===== src/rtl/onehot_strobe_decoder.sv =====
// Registered select-to-one-hot strobe decoder with pulse (PULSE_LEN cycles) and latch modes.
// Optional ONEHOT_DEC_ERR_EN build adds err / err_count for out-of-range selects.
module onehot_strobe_decoder #(
  parameter int SEL_W     = 4,
  parameter int NUM_OUT   = 16,
  parameter int PULSE_LEN = 1
) (
  input  logic               clk,
  input  logic               rst_n,
  input  logic [SEL_W-1:0]   in_sel,
  input  logic               in_valid,
  input  logic               in_mode,
  output logic               in_ready,
  input  logic               clear,
  output logic [NUM_OUT-1:0] out_onehot,
  output logic               out_valid,
  output logic               busy
`ifdef ONEHOT_DEC_ERR_EN
  ,
  output logic               err,
  output logic [7:0]         err_count
`endif
);

  typedef enum logic [1:0] {IDLE, PULSE, HOLD} state_t;

  localparam logic [7:0] CNT_INIT = 8'(PULSE_LEN - 1);

  state_t             state;
  logic [7:0]         cnt;
  logic               accept;
  logic [NUM_OUT-1:0] dec;

  // An out-of-range select simply matches no output bit, giving an all-zero strobe.
  always_comb begin
    dec = '0;
    for (int k = 0; k < NUM_OUT; k++) begin
      dec[k] = (in_sel == SEL_W'(k));
    end
  end

  assign in_ready = !clear && (state == IDLE || state == HOLD);
  assign accept   = in_valid && in_ready;
  assign busy     = (state != IDLE);

  always_ff @(posedge clk or negedge rst_n) begin
    if (!rst_n) begin
      state      <= IDLE;
      cnt        <= '0;
      out_onehot <= '0;
      out_valid  <= 1'b0;
    end else begin
      out_valid <= 1'b0;
      if (accept) begin
        out_onehot <= dec;
        out_valid  <= 1'b1;
        state      <= in_mode ? HOLD : PULSE;
        cnt        <= CNT_INIT;
      end else begin
        case (state)
          PULSE: begin
            if (cnt == 8'd0) begin
              state      <= IDLE;
              out_onehot <= '0;
            end else begin
              cnt <= cnt - 8'd1;
            end
          end
          HOLD: begin
            if (clear) begin
              state      <= IDLE;
              out_onehot <= '0;
            end
          end
          default: ;
        endcase
      end
    end
  end

`ifdef ONEHOT_DEC_ERR_EN
  logic bad_sel;
  assign bad_sel = ~|dec;

  always_ff @(posedge clk or negedge rst_n) begin
    if (!rst_n) begin
      err       <= 1'b0;
      err_count <= '0;
    end else begin
      err <= accept && bad_sel;
      if (accept && bad_sel && err_count != 8'hFF) begin
        err_count <= err_count + 8'd1;
      end
    end
  end
`endif

endmodule


===== config.mk =====
export PLATFORM = sky130hd
export DESIGN_NAME = onehot_strobe_decoder
export DESIGN_NICKNAME = d
export VERILOG_FILES = /design/src/rtl/onehot_strobe_decoder.sv
export SDC_FILE = /design/constraint.sdc
export NUM_CORES = 1
export LEC_CHECK = 0
export ABC_AREA = 1
export BUFFER_PORTS_ARGS = -buffer_cell sky130_fd_sc_hd__buf_4
export CAP_MARGIN = 20
export CORE_MARGIN = 10
export CORE_UTILIZATION = 53
export DETAILED_ROUTE_END_ITERATION = 8
export PLACE_DENSITY = 0.77
export SLEW_MARGIN = 20
export SYNTH_ARGS = -nofsm -noshare
export SYNTH_HDL_FRONTEND = slang
export SYNTH_SLANG_ARGS = --single-unit

===== constraint.sdc =====
create_clock -name clk -period 1.95 [get_ports clk]
set_clock_uncertainty 0.1 [all_clocks]
set_input_delay 0.0975 -clock clk [delete_from_list [all_inputs] [get_ports clk]]
set_output_delay 0.0975 -clock clk [all_outputs]
set_load 0.01 [all_outputs]

### After elaboration in Yosys (flattened, before gate mapping)

Index checks and enable logic that the tools add are counted.

| word-level totals | value |
|---|---|
| register bits after elaboration | 27 |

| operators by class | value |
|---|---|
| add/subtract/negate cells | 1 |
| equal/unequal tests | 20 |
| muxes and demuxes | 13 |
| reduce and logical (&&, ||, !) cells | 12 |

Operator list:

| cell | count |
|---|---|
| two-way mux 16 bit | 3 |
| == test 4 bit, second input constant | 8 |
| case mux 16 bit (2 select lines) | 1 |
| two-way mux 8 bit | 3 |
| == test 4 x 3 -> 1 bit, second input constant | 4 |
| == test 4 x 2 -> 1 bit, second input constant | 2 |
| logical NOT 8 bit | 1 |
| two-way mux 2 bit | 4 |
| subtractor 8 x 1 -> 8 bit, second input constant | 1 |
| != test 3 bit, second input constant | 2 |
| == test 4 x 1 -> 1 bit, second input constant | 1 |
| logical NOT 4 bit | 1 |
| case mux 2 bit (2 select lines) | 1 |
| nonzero test 2 bit | 2 |
| AND reduction 3 bit | 1 |
| nonzero test 3 bit | 1 |
| == test 2 x 1 -> 1 bit, second input constant | 1 |
| == test 2 bit, second input constant | 1 |
| logical AND 1 bit | 2 |
| logical NOT 2 bit | 1 |
| != test 2 bit, second input constant | 1 |
| AND reduction 2 bit | 1 |
| logical NOT 1 bit | 1 |
| logical OR 1 bit | 1 |
| two-way mux 1 bit | 1 |

### Longest topological paths before layout

Gate-level depths: netlist of the first run.

| depth | value |
|---|---|
| word-level depth | 6 |
| gate-level depth with buffers | 9 |
| depth with buffers taken out | 9 |

### Worst setup path after synthesis of the first run

OpenSTA, ideal clock, no wires.

| timing | value |
|---|---|
| path type | reg-to-reg |
| start point | register cnt[0] |
| end point | register out_onehot[5] |
| library setup time | 0.126 ns |
| arrival | 1.260 ns |
| setup slack | 0.464 ns |
| stages on the path, launching flop included | 9 |
| cell sequence | dfrtp_1 > inv_1 > ha_1 > nand3_1 > nor2_4 > nand2_4 > buf_6 > nand3_2 > o31ai_1 |

| between the ends | value |
|---|---|
| cells in the longest elaborated chain, start to end | 3 |

RTL lines:

| what | RTL line | text |
|---|---|---|
| from (decl) | 30 | `logic [7:0] cnt;` |
| from (signal assigned) | 66 | `cnt <= cnt - 8'd1;` |
| logical NOT 8 bit | 62 | `if (cnt == 8'd0) begin` |
| != test 3 bit (no line) | - |  |
| AND reduction 3 bit (no line) | - |  |
| to (signal assigned) | 55 | `out_onehot <= dec;` |
| to (signal assigned) | 64 | `out_onehot <= '0;` |
| to (signal assigned) | 72 | `out_onehot <= '0;` |
| to (decl) | 15 | `output logic [NUM_OUT-1:0] out_onehot,` |

Every way passes these cells.
A chain may end at the register's enable or synchronous reset.

### Worst setup path in the final report of the first run

| timing | value |
|---|---|
| start point | register cnt[0] |
| end point | register cnt[4] |

| between the ends | value |
|---|---|
| cells in the longest elaborated chain, start to end | 4 |
| elaborated cells between the ends (all ways) | 7 |
| those cells by class | add/sub: 1; eq/ne: 1; mux: 3; reduce/logical: 2 |

RTL lines:

| what | RTL line | text |
|---|---|---|
| subtractor 8 x 1 -> 8 bit | 66 |  |
| two-way mux 8 bit | 62 |  |
| two-way mux 8 bit | 60 | `case (state)` |
| two-way mux 8 bit | 54 | `if (accept) begin` |

Several ways; a longest one is shown, not always the timed one. The select of a mux whose other input is x is not followed.

==> results.json, run 1 <==
{
  "cts_hold_buffers": 5,
  "core_um2": 2500,
  "grt_setup_unrepaired": "false",
  "syn_inst": 162,
  "p_per_area_nw_per_um2": 1198,
  "p_switching_mw": 0.8792,
  "fmax_mhz": 605.4,
  "synth_nets": 173,
  "worstHoldPathType": "in -> reg",
  "synth_warnings": 0,
  "overflow": 0,
  "nNetsFinal": 207,
  "drtAntennaViolNets": 0,
  "combinationalPowerShare": 0.474,
  "drcViolationCount": 0,
  "fillers": 202,
  "synth-seq-cells": 27,
  "cell_internal_pwr_mw": 1.148,
  "fin_tns_setup_ns": 0,
  "die_area_um2": 5101,
  "synth_top_area_share": 0.4821,
  "netlist_top_cells_count": "nand2_1, dfrtp_1, inv_1, nand3_1, nor2_1",
  "n_antenna_cell": 0,
  "synth_most_common_cell": "nand2_1",
  "p_leak_nw": 0.8729,
  "p_seq_frac": 0.412,
  "synth_cell_types": 20,
  "regArea_um2": 675.6,
  "drt-vias-per-instance": 5.222,
  "syn_avg_cell_area_um2": 8.650,
  "async_flop_share": 1.000,
  "placed_cells_incl_taps": 216,
  "cts_resized": 0,
  "max-slew-margin-rel": 0.7703,
  "worstSetupPathType": "reg -> reg",
  "synth_flop_cell": "dfrtp_1",
  "cp.required_ns": 2.07,
  "post_cts_buffers": 0,
  "start_util": 0.5606,
  "htreeDepth": 1,
  "maxCapViolations": 0,
  "worstMarginPinSlew_ns": 0.3440,
  "hpwl_um": 2291,
  "irDropWorstVdd_mv": 0.9359,
  "pwr-share-clk": 0.114,
  "drive_gt1_frac": 0.2769,
  "grt_pass1_wl_um": 5188,
  "clock_path_buffers": 2,
  "drt-pass1-iter-count": 4,
  "synth_area_leaders": "dfrtp_1, nand2_1, nand3_2",
  "synth-edff-count": 0,
  "sw_frac_of_total": 0.4338,
  "yosysSeqAreaShare": 0.4821,
  "crit_path_end_kind": "register",
  "clk_latency_ns": 0.31,
  "min_path_cells": 4,
  "layoutNonFillerInstCount": 225,
  "cp-start-kind": "register",
  "cts_tree": "yes",
  "fp.dieH_um": 71.42,
  "hold_viol": 0,
  "num_rows": 18,
  "worst-r2r-cell-count": 9,
  "status": "finished, final reports clean",
  "worstPathMaxFanout": 10,
  "post-place-ws_ns": 0.3336,
  "wl_um": 3029,
  "grt_max_degree": 28,
  "antenna_found_initial": 0,
  "drt_iter0_drc": 67,
  "clk_pin_slew_ns": 0.14,
  "worstPathArrival_ns": 1.77,
  "track_usage": 0.1201,
  "clockRootBuffer": "clkbuf_4",
  "multi_input_area_um2": 611.8,
  "yosysTopAreaCell": "dfrtp_1",
  "period_share": 0.8471,
  "setup_violations": 0,
  "grt_pass1_vias": 1162,
  "ioPinCount": 28,
  "port_buffers": 27,
  "timing.final.ws_setup_ns": 0.2981,
  "detail_route.wl_per_cell_um": 13.46,
  "drv_slew": 0,
  "syn-cell-area_um2": 1401,
  "vias": 1175,
  "cts_sinks": 27,
  "cts_buffers": 3,
  "gp_congestion": 0.8665,
  "fp.dieW_um": 71.42,
  "period_minus_slack_ns": 1.652,
  "syn2layout_area_growth_pct": 20.71
}
-- power groups by stage --
stage	Combinational, mW	Clock [mW]	Sequential (mW)
global route	1.11	0.267	0.853
detailed placement	0.955	0	0.846
floorplan	0.695	0	0.847
finish	0.960	0.231	0.835
CTS	0.971	0.245	0.835
global placement	0.928	0	0.841
-- flip-flops by register name (all words and copies together), names as in the netlist --
name and count:
cnt 8, out_valid 1, out_onehot 16, state 2
-- area by class of cell --
| type | count | area share |
|---|---|---|
| Tap cell | 30 | 0.02219 |
| Clock inverter | 1 | 0.002959 |
| Sequential cell | 27 | 0.3994 |
| Inverter | 23 | 0.05104 |
| Clock buffer | 3 | 0.01331 |
| Multi-Input combinational cell | 109 | 0.3617 |
| Timing Repair Buffer | 32 | 0.1494 |
-- logic make-up after synthesis --
kind of cell,Yosys count,share of synthesized area
simple gates,80,0.3062
flops,27,0.4821
buf+inv,26,0.08124
compound gates,24,0.09375
xor+xnor,3,0.01875
fa+ha+maj,2,0.01785
-- per-stage QoR --
step	cell area (um^2)	utilization	hold WS (ns)	total power [mW]
2_1_floorplan	1401	-	-0.2981	1.542
3_3_place_gp	1614	0.6456	-0.07773	1.769
3_5_place_dp	1614	0.6456	-0.07481	1.801
4_1_cts	1692	0.6767	0.01731	2.051
5_1_grt	1692	0.6767	0.05681	2.232
6_report	1692	0.6767	0.02455	2.027
-- worst max-delay path, stage by stage, from the launching register on --
cell and delay, ns:
dfrtp_1 0.38, inv_1 0.17, ha_1 0.18, nand3_1 0.14
nor2_4 0.16, nand2_1 0.10, nand2_4 0.13, inv_2 0.07
nand2_1 0.08, nand2_1 0.05
-- path summary, 6_finish.rpt --
path,slack [ns],startpoint,to
setup / recovery,0.30,cnt[0],cnt[4]
hold / removal,0.02,in_sel[1],out_onehot[1]
setup reg to reg,0.30,cnt[0],cnt[4]
hold reg to reg,0.43,out_onehot[14],out_onehot[14]
max in group asynchronous,1.38,rst_n,cnt[6]
min in group asynchronous,0.11,rst_n,out_onehot[13]
-- per-layer routing --
metal,GRT usage,vias up,wire (um)
li1,-,591,-
met1,0.1458,548,1422
met2,0.2010,30,1375
met3,0.03581,6,192
met4,0.03226,0,38
met5,0,-,0
-- cells in the final DEF (no fill, tap or decap) --
| cell type | instances |
|---|---|
| dfrtp_1 | 27 |
| nor2_1 | 12 |
| o21ai_1 | 10 |
| nand2_1 | 30 |
| ha_1 | 2 |
| clkbuf_4 | 3 |
| nor2_4 | 2 |
| xor2_1 | 3 |
| o21ai_0 | 10 |
| nand4_1 | 4 |
| o21ai_2 | 1 |
| nor2_2 | 3 |
| inv_2 | 4 |
| buf_4 | 27 |
| nand2_4 | 2 |
| clkinv_2 | 1 |
| o31ai_1 | 3 |
| nand2_2 | 2 |
| inv_1 | 19 |
| nand3_2 | 9 |
| dlygate4sd3_1 | 5 |
| nand3_1 | 16 |
No activity file was read; power rests on OpenSTA's default activity.
==> run 2, diff against run 1 <==
--- a/config.mk
+++ b/config.mk
@@ -9,9 +9,9 @@
 export BUFFER_PORTS_ARGS = -buffer_cell sky130_fd_sc_hd__buf_4
 export CAP_MARGIN = 20
 export CORE_MARGIN = 10
-export CORE_UTILIZATION = 53
+export CORE_UTILIZATION = 48
 export DETAILED_ROUTE_END_ITERATION = 8
-export PLACE_DENSITY = 0.77
+export PLACE_DENSITY = 0.74
 export SLEW_MARGIN = 20
 export SYNTH_ARGS = -nofsm -noshare
 export SYNTH_HDL_FRONTEND = slang
==> constraint.sdc (replaced) <==
create_clock -name clk -period 1.4 [get_ports clk]
set_clock_uncertainty 0.1 [all_clocks]
set_input_delay 0.07 -clock clk [delete_from_list [all_inputs] [get_ports clk]]
set_output_delay 0.07 -clock clk [all_outputs]
set_load 0.01 [all_outputs]
==> results.json, run 2 (same netlist as run 1, synthesis figures left out) <==
{
  "layoutNonFillerInstCount": 254,
  "max-slew-margin-rel": 0.7636,
  "drtAntennaViolNets": 0,
  "grt_max_degree": 28,
  "port_buffers": 27,
  "drt_iter0_drc": 119,
  "drt-pass1-iter-count": 4,
  "top_regs": "out_onehot x16, cnt x8, state x2",
  "worstHoldPathType": "in -> async",
  "period_minus_slack_ns": 1.436,
  "regArea_um2": 676.9,
  "fp.dieW_um": 74.03,
  "setup_violations": 8,
  "crit_path_max_incr_delay_ns": 0.44,
  "drv_slew": 0,
  "drive_gt1_frac": 0.5022,
  "largest_reg_flops": 16,
  "die_area_um2": 5480,
  "grt_setup_unrepaired": "true",
  "worstPathMaxFanout": 8,
  "n_antenna_cell": 0,
  "syn2layout_area_growth_pct": 53.93,
  "placed_cells_incl_taps": 234,
  "ioPinCount": 28,
  "htreeDepth": 1,
  "core_um2": 2781,
  "final_common_cell": "buf_4",
  "critPathTopFamily": "simple AND/OR/NAND/NOR gates",
  "layout_common_cells": "buf_4, dfrtp_1, nand2_1, inv_1, nand3_2",
  "p_leak_nw": 1.038,
  "track_usage": 0.1381,
  "hpwl_um": 2531,
  "worstMarginPinSlew_ns": 0.3546,
  "largest_register": "out_onehot",
  "fin_tns_setup_ns": -0.1224,
  "cp-start-kind": "register",
  "hold_viol": 0,
  "period_share": 1.026,
  "drcViolationCount": 0,
  "nNetsFinal": 235,
  "timing.final.ws_setup_ns": -0.03571,
  "maxCapViolations": 0,
  "cp_cell_sequence": "nor2_2 > nand2_2 > nor2_4 > buf_12 > nand2_8 > nand3_2 > o21ai_2",
  "gp_congestion": 0.8938,
  "overflow": 0,
  "violations": "setup timing",
  "clk_pin_slew_ns": 0.15,
  "fp.dieH_um": 74.03,
  "irDropWorstVdd_mv": 1.491,
  "crit_buf_inv": 1,
  "grt_pass1_vias": 1389,
  "fillers": 173,
  "fmax_mhz": 696.5,
  "worstSetupPathType": "reg -> reg",
  "status": "finished, violations left",
  "grt_pass1_wl_um": 6141,
  "drt-vias-per-instance": 5.484,
  "antenna_found_initial": 0,
  "place_area_um2": 1760,
  "clock_path_buffers": 2,
  "clockRootBuffer": "clkbuf_4",
  "p_per_area_nw_per_um2": 1808,
  "crit_path_end_kind": "register",
  "design_area_um2": 2157,
  "clk_latency_ns": 0.33,
  "cp_slowest_cell": "dfrtp_1",
  "start_util": 0.5038,
  "cts_tree": "yes",
  "cp.required_ns": 1.54,
  "num_rows": 19,
  "detail_route.wl_per_cell_um": 16.00,
  "multi_input_area_um2": 837.1,
  "cts_sinks": 27,
  "wl_um": 4063,
  "vias": 1393,
  "cts_buffers": 3,
  "worstPathArrival_ns": 1.57
}
-- run 2: final cells by class --
type | count | area share
clock buffer | 4 | 0.01218
tap | 31 | 0.01798
timing repair buffer | 57 | 0.2256
multi-input combinational | 112 | 0.3881
sequential | 27 | 0.3138
inverter | 23 | 0.04234
-- run 2: worst paths after layout --
path	slack [ns]	start	to	cells past startpoint
max	-0.04	cnt[2]	out_onehot[3]	7
min	0.06	rst_n	out_onehot[3]	2
max reg2reg	-0.04	cnt[2]	out_onehot[3]	7
min reg2reg	0.44	out_onehot[15]	out_onehot[15]	2
max in group asynchronous	0.86	rst_n	cnt[4]	2
min in group clk	0.06	in_valid	state[0]	4
-- run 2: power by group --
group / internal, mW / switching, mW
clock network: 0.112 / 0.242
registers: 0.986 / 0.176
logic: 1.09 / 1.30
total: 2.19 / 1.71
-- run 2: timing repair --
item	4_1_cts	5_1_grt
endpoints found under the setup margin	20	26
resized for setup	18	34
pin swaps	6	9
hold buffers	7	0
buffers inserted	6	1
gates cloned	2	1
endpoints found under the hold margin	41	0
-- run 2: per-stage QoR --
| stage | setup WS (ns) | utilization | total power [mW] | hold slack [ns] |
|---|---|---|---|---|
| after floorplan | 0.01920 | - | 2.164 | -0.3256 |
| after global placement | 0.01127 | 0.6329 | 2.778 | -0.1044 |
| after detailed placement | -0.07591 | 0.6329 | 2.838 | -0.09430 |
| after CTS | -0.03447 | 0.7233 | 3.630 | 0.07750 |
| final | -0.03571 | 0.7755 | 3.901 | 0.06285 |
| after global routing | -0.08898 | 0.7755 | 4.183 | 0.06260 |
-- run 2: per-layer routing --
metal  vias up  wire [um]  share of wire  GRT usage
met1       674       1490           0.37     0.1551
met2        50       2243           0.55     0.2481
met3         9        258          0.063    0.02926
li1        660          -              -          -
met5         -          0              0          0
met4         0         70          0.017    0.05383
-- run 2: worst register-to-register path, delay by kind of cell, from the launching register on --
family,cells,cell delay (ns)
compound gates,1,0.06
buf+inv,1,0.15
flops,1,0.44
simple gates,5,0.58
==> run 3, diff against run 2 <==
--- a/config.mk
+++ b/config.mk
@@ -12,6 +12,8 @@
 export CORE_UTILIZATION = 48
 export DETAILED_ROUTE_END_ITERATION = 8
 export PLACE_DENSITY = 0.74
+export SETUP_SLACK_MARGIN = 0.2
+export SKIP_CTS_REPAIR_TIMING = 1
 export SLEW_MARGIN = 20
 export SYNTH_ARGS = -nofsm -noshare
 export SYNTH_HDL_FRONTEND = slang
==> results.json, run 3 (same netlist as run 1, synthesis figures left out) <==
{
  "max-slew-margin-rel": 0.7585,
  "p_seq_frac": 0.324,
  "start_util": 0.5038,
  "fin_hold_ws_ns": -0.01485,
  "worstPathArrival_ns": 1.62,
  "worstMarginPinSlew_ns": 0.3622,
  "cts_sinks": 27,
  "drtAntennaViolNets": 0,
  "fp.dieW_um": 74.03,
  "ioPinCount": 28,
  "design_area_um2": 1982,
  "timing.final.ws_setup_ns": -0.09599,
  "crit_path_end_kind": "register",
  "design_power_total_mw": 3.600,
  "fp.dieH_um": 74.03,
  "drv_slew": 0,
  "period_share": 1.069,
  "syn2layout_area_growth_pct": 41.43,
  "final_common_cell": "buf_4",
  "core_um2": 2781,
  "htreeDepth": 1,
  "wl_um": 3751,
  "status": "finished, violations left",
  "cp_slowest_cell": "dfrtp_1",
  "detail_route.wl_per_cell_um": 15.44,
  "top_regs": "out_onehot x16, cnt x8, state x2",
  "p_leak_nw": 0.9763,
  "drt_iter0_drc": 112,
  "overflow": 0,
  "num_rows": 19,
  "clock_path_buffers": 2,
  "p_per_area_nw_per_um2": 1816,
  "die_area_um2": 5480,
  "port_buffers": 27,
  "largest_reg_flops": 16,
  "drcViolationCount": 0,
  "drt-vias-per-instance": 5.453,
  "gp_congestion": 0.8113,
  "critPathTopFamily": "flip-flops",
  "maxCapViolations": 0,
  "irDropWorstVdd_mv": 1.477,
  "drive_gt1_frac": 0.4481,
  "clk_pin_slew_ns": 0.15,
  "worstHoldPathType": "in -> reg",
  "grt_setup_unrepaired": "true",
  "nNetsFinal": 224,
  "fillers": 200,
  "cell_internal_pwr_mw": 1.975,
  "setup_violations": 22,
  "crit_path_max_incr_delay_ns": 0.44,
  "hold_viol": 1,
  "largest_register": "out_onehot",
  "sw_frac_of_total": 0.4515,
  "vias": 1325,
  "fin_tns_setup_ns": -1.334,
  "antenna_found_initial": 0,
  "cts_buffers": 3,
  "clockRootBuffer": "clkbuf_4",
  "worstPathMaxFanout": 5,
  "crit_buf_inv": 2,
  "grt_max_degree": 28,
  "drt-pass1-iter-count": 4,
  "combinationalPowerShare": 0.580,
  "fmax_mhz": 668.5,
  "cp_cell_sequence": "inv_2 > ha_4 > nand3_4 > nor2_4 > buf_6 > nand2_8 > nand3_2 > o21ai_1",
  "cts_tree": "yes",
  "period_minus_slack_ns": 1.496,
  "grt_pass1_wl_um": 5168,
  "p_switching_mw": 1.625,
  "fin_util": 0.7126,
  "clk_latency_ns": 0.32,
  "cp.required_ns": 1.53,
  "pwr-share-clk": 0.096,
  "layout_common_cells": "buf_4, nand2_1, dfrtp_1, inv_1, o21ai_1",
  "track_usage": 0.1154,
  "place_area_um2": 1723,
  "grt_pass1_vias": 1224,
  "n_antenna_cell": 0,
  "cp-start-kind": "register",
  "hpwl_um": 2497,
  "worstSetupPathType": "reg -> reg",
  "violations": "hold timing, setup timing"
}
run 3: worst paths after layout:
check	startpoint	endpoint	slack [ns]	cells after the start
max in group asynchronous	rst_n	state[0]	0.84	2
min in group asynchronous	rst_n	out_onehot[3]	0.08	2
hold reg to reg	out_onehot[13]	out_onehot[13]	0.44	2
setup reg to reg	cnt[1]	out_onehot[9]	-0.1	8
hold / removal	in_valid	cnt[6]	-0.01	4
setup / recovery	cnt[1]	out_onehot[9]	-0.1	8
run 3: area by class of cell:
class                      count  area, um^2  share of cell area
multi-input combinational    112       778.2              0.3927
sequential                    27       676.9              0.3415
timing repair buffer          46       370.4              0.1869
inverter                      23       91.34             0.04609
tap                           31       38.79             0.01957
clock buffer                   4       26.28             0.01326
run 3: power groups by stage:
stage               Combinational [mW]  Sequential (mW)  Clock [mW]
global route                      2.28             1.19       0.370
finish                            2.09             1.17       0.346
CTS                               1.66             1.14       0.346
detailed placement                1.65             1.15           0
floorplan                         1.06             1.19           0
global placement                  1.57             1.15           0
run 3: stage by stage:
step | cells | setup WS, ns
2_1_floorplan | 162 | 0.04840
3_3_place_gp | 227 | 0.02885
6_report | 243 | -0.09599
4_1_cts | 231 | -0.09256
5_1_grt | 243 | -0.1586
3_5_place_dp | 227 | -0.06686
run 3: layer usage:
layer,GRT usage,up-vias,routed length (um)
met5,0,-,0
met4,0.04348,0,68
met3,0.02527,8,204
met2,0.2178,29,2019
met1,0.1209,652,1458
li1,-,636,-
run 3: worst register-to-register path, delay by kind of cell (launching register included):
family	cells	cell delay, ns
and+or+nand+nor	4	0.41
buffers and inverters	2	0.25
AOI/OAI and AO/OA	1	0.06
DFF	1	0.44
adders and majority gates	1	0.13
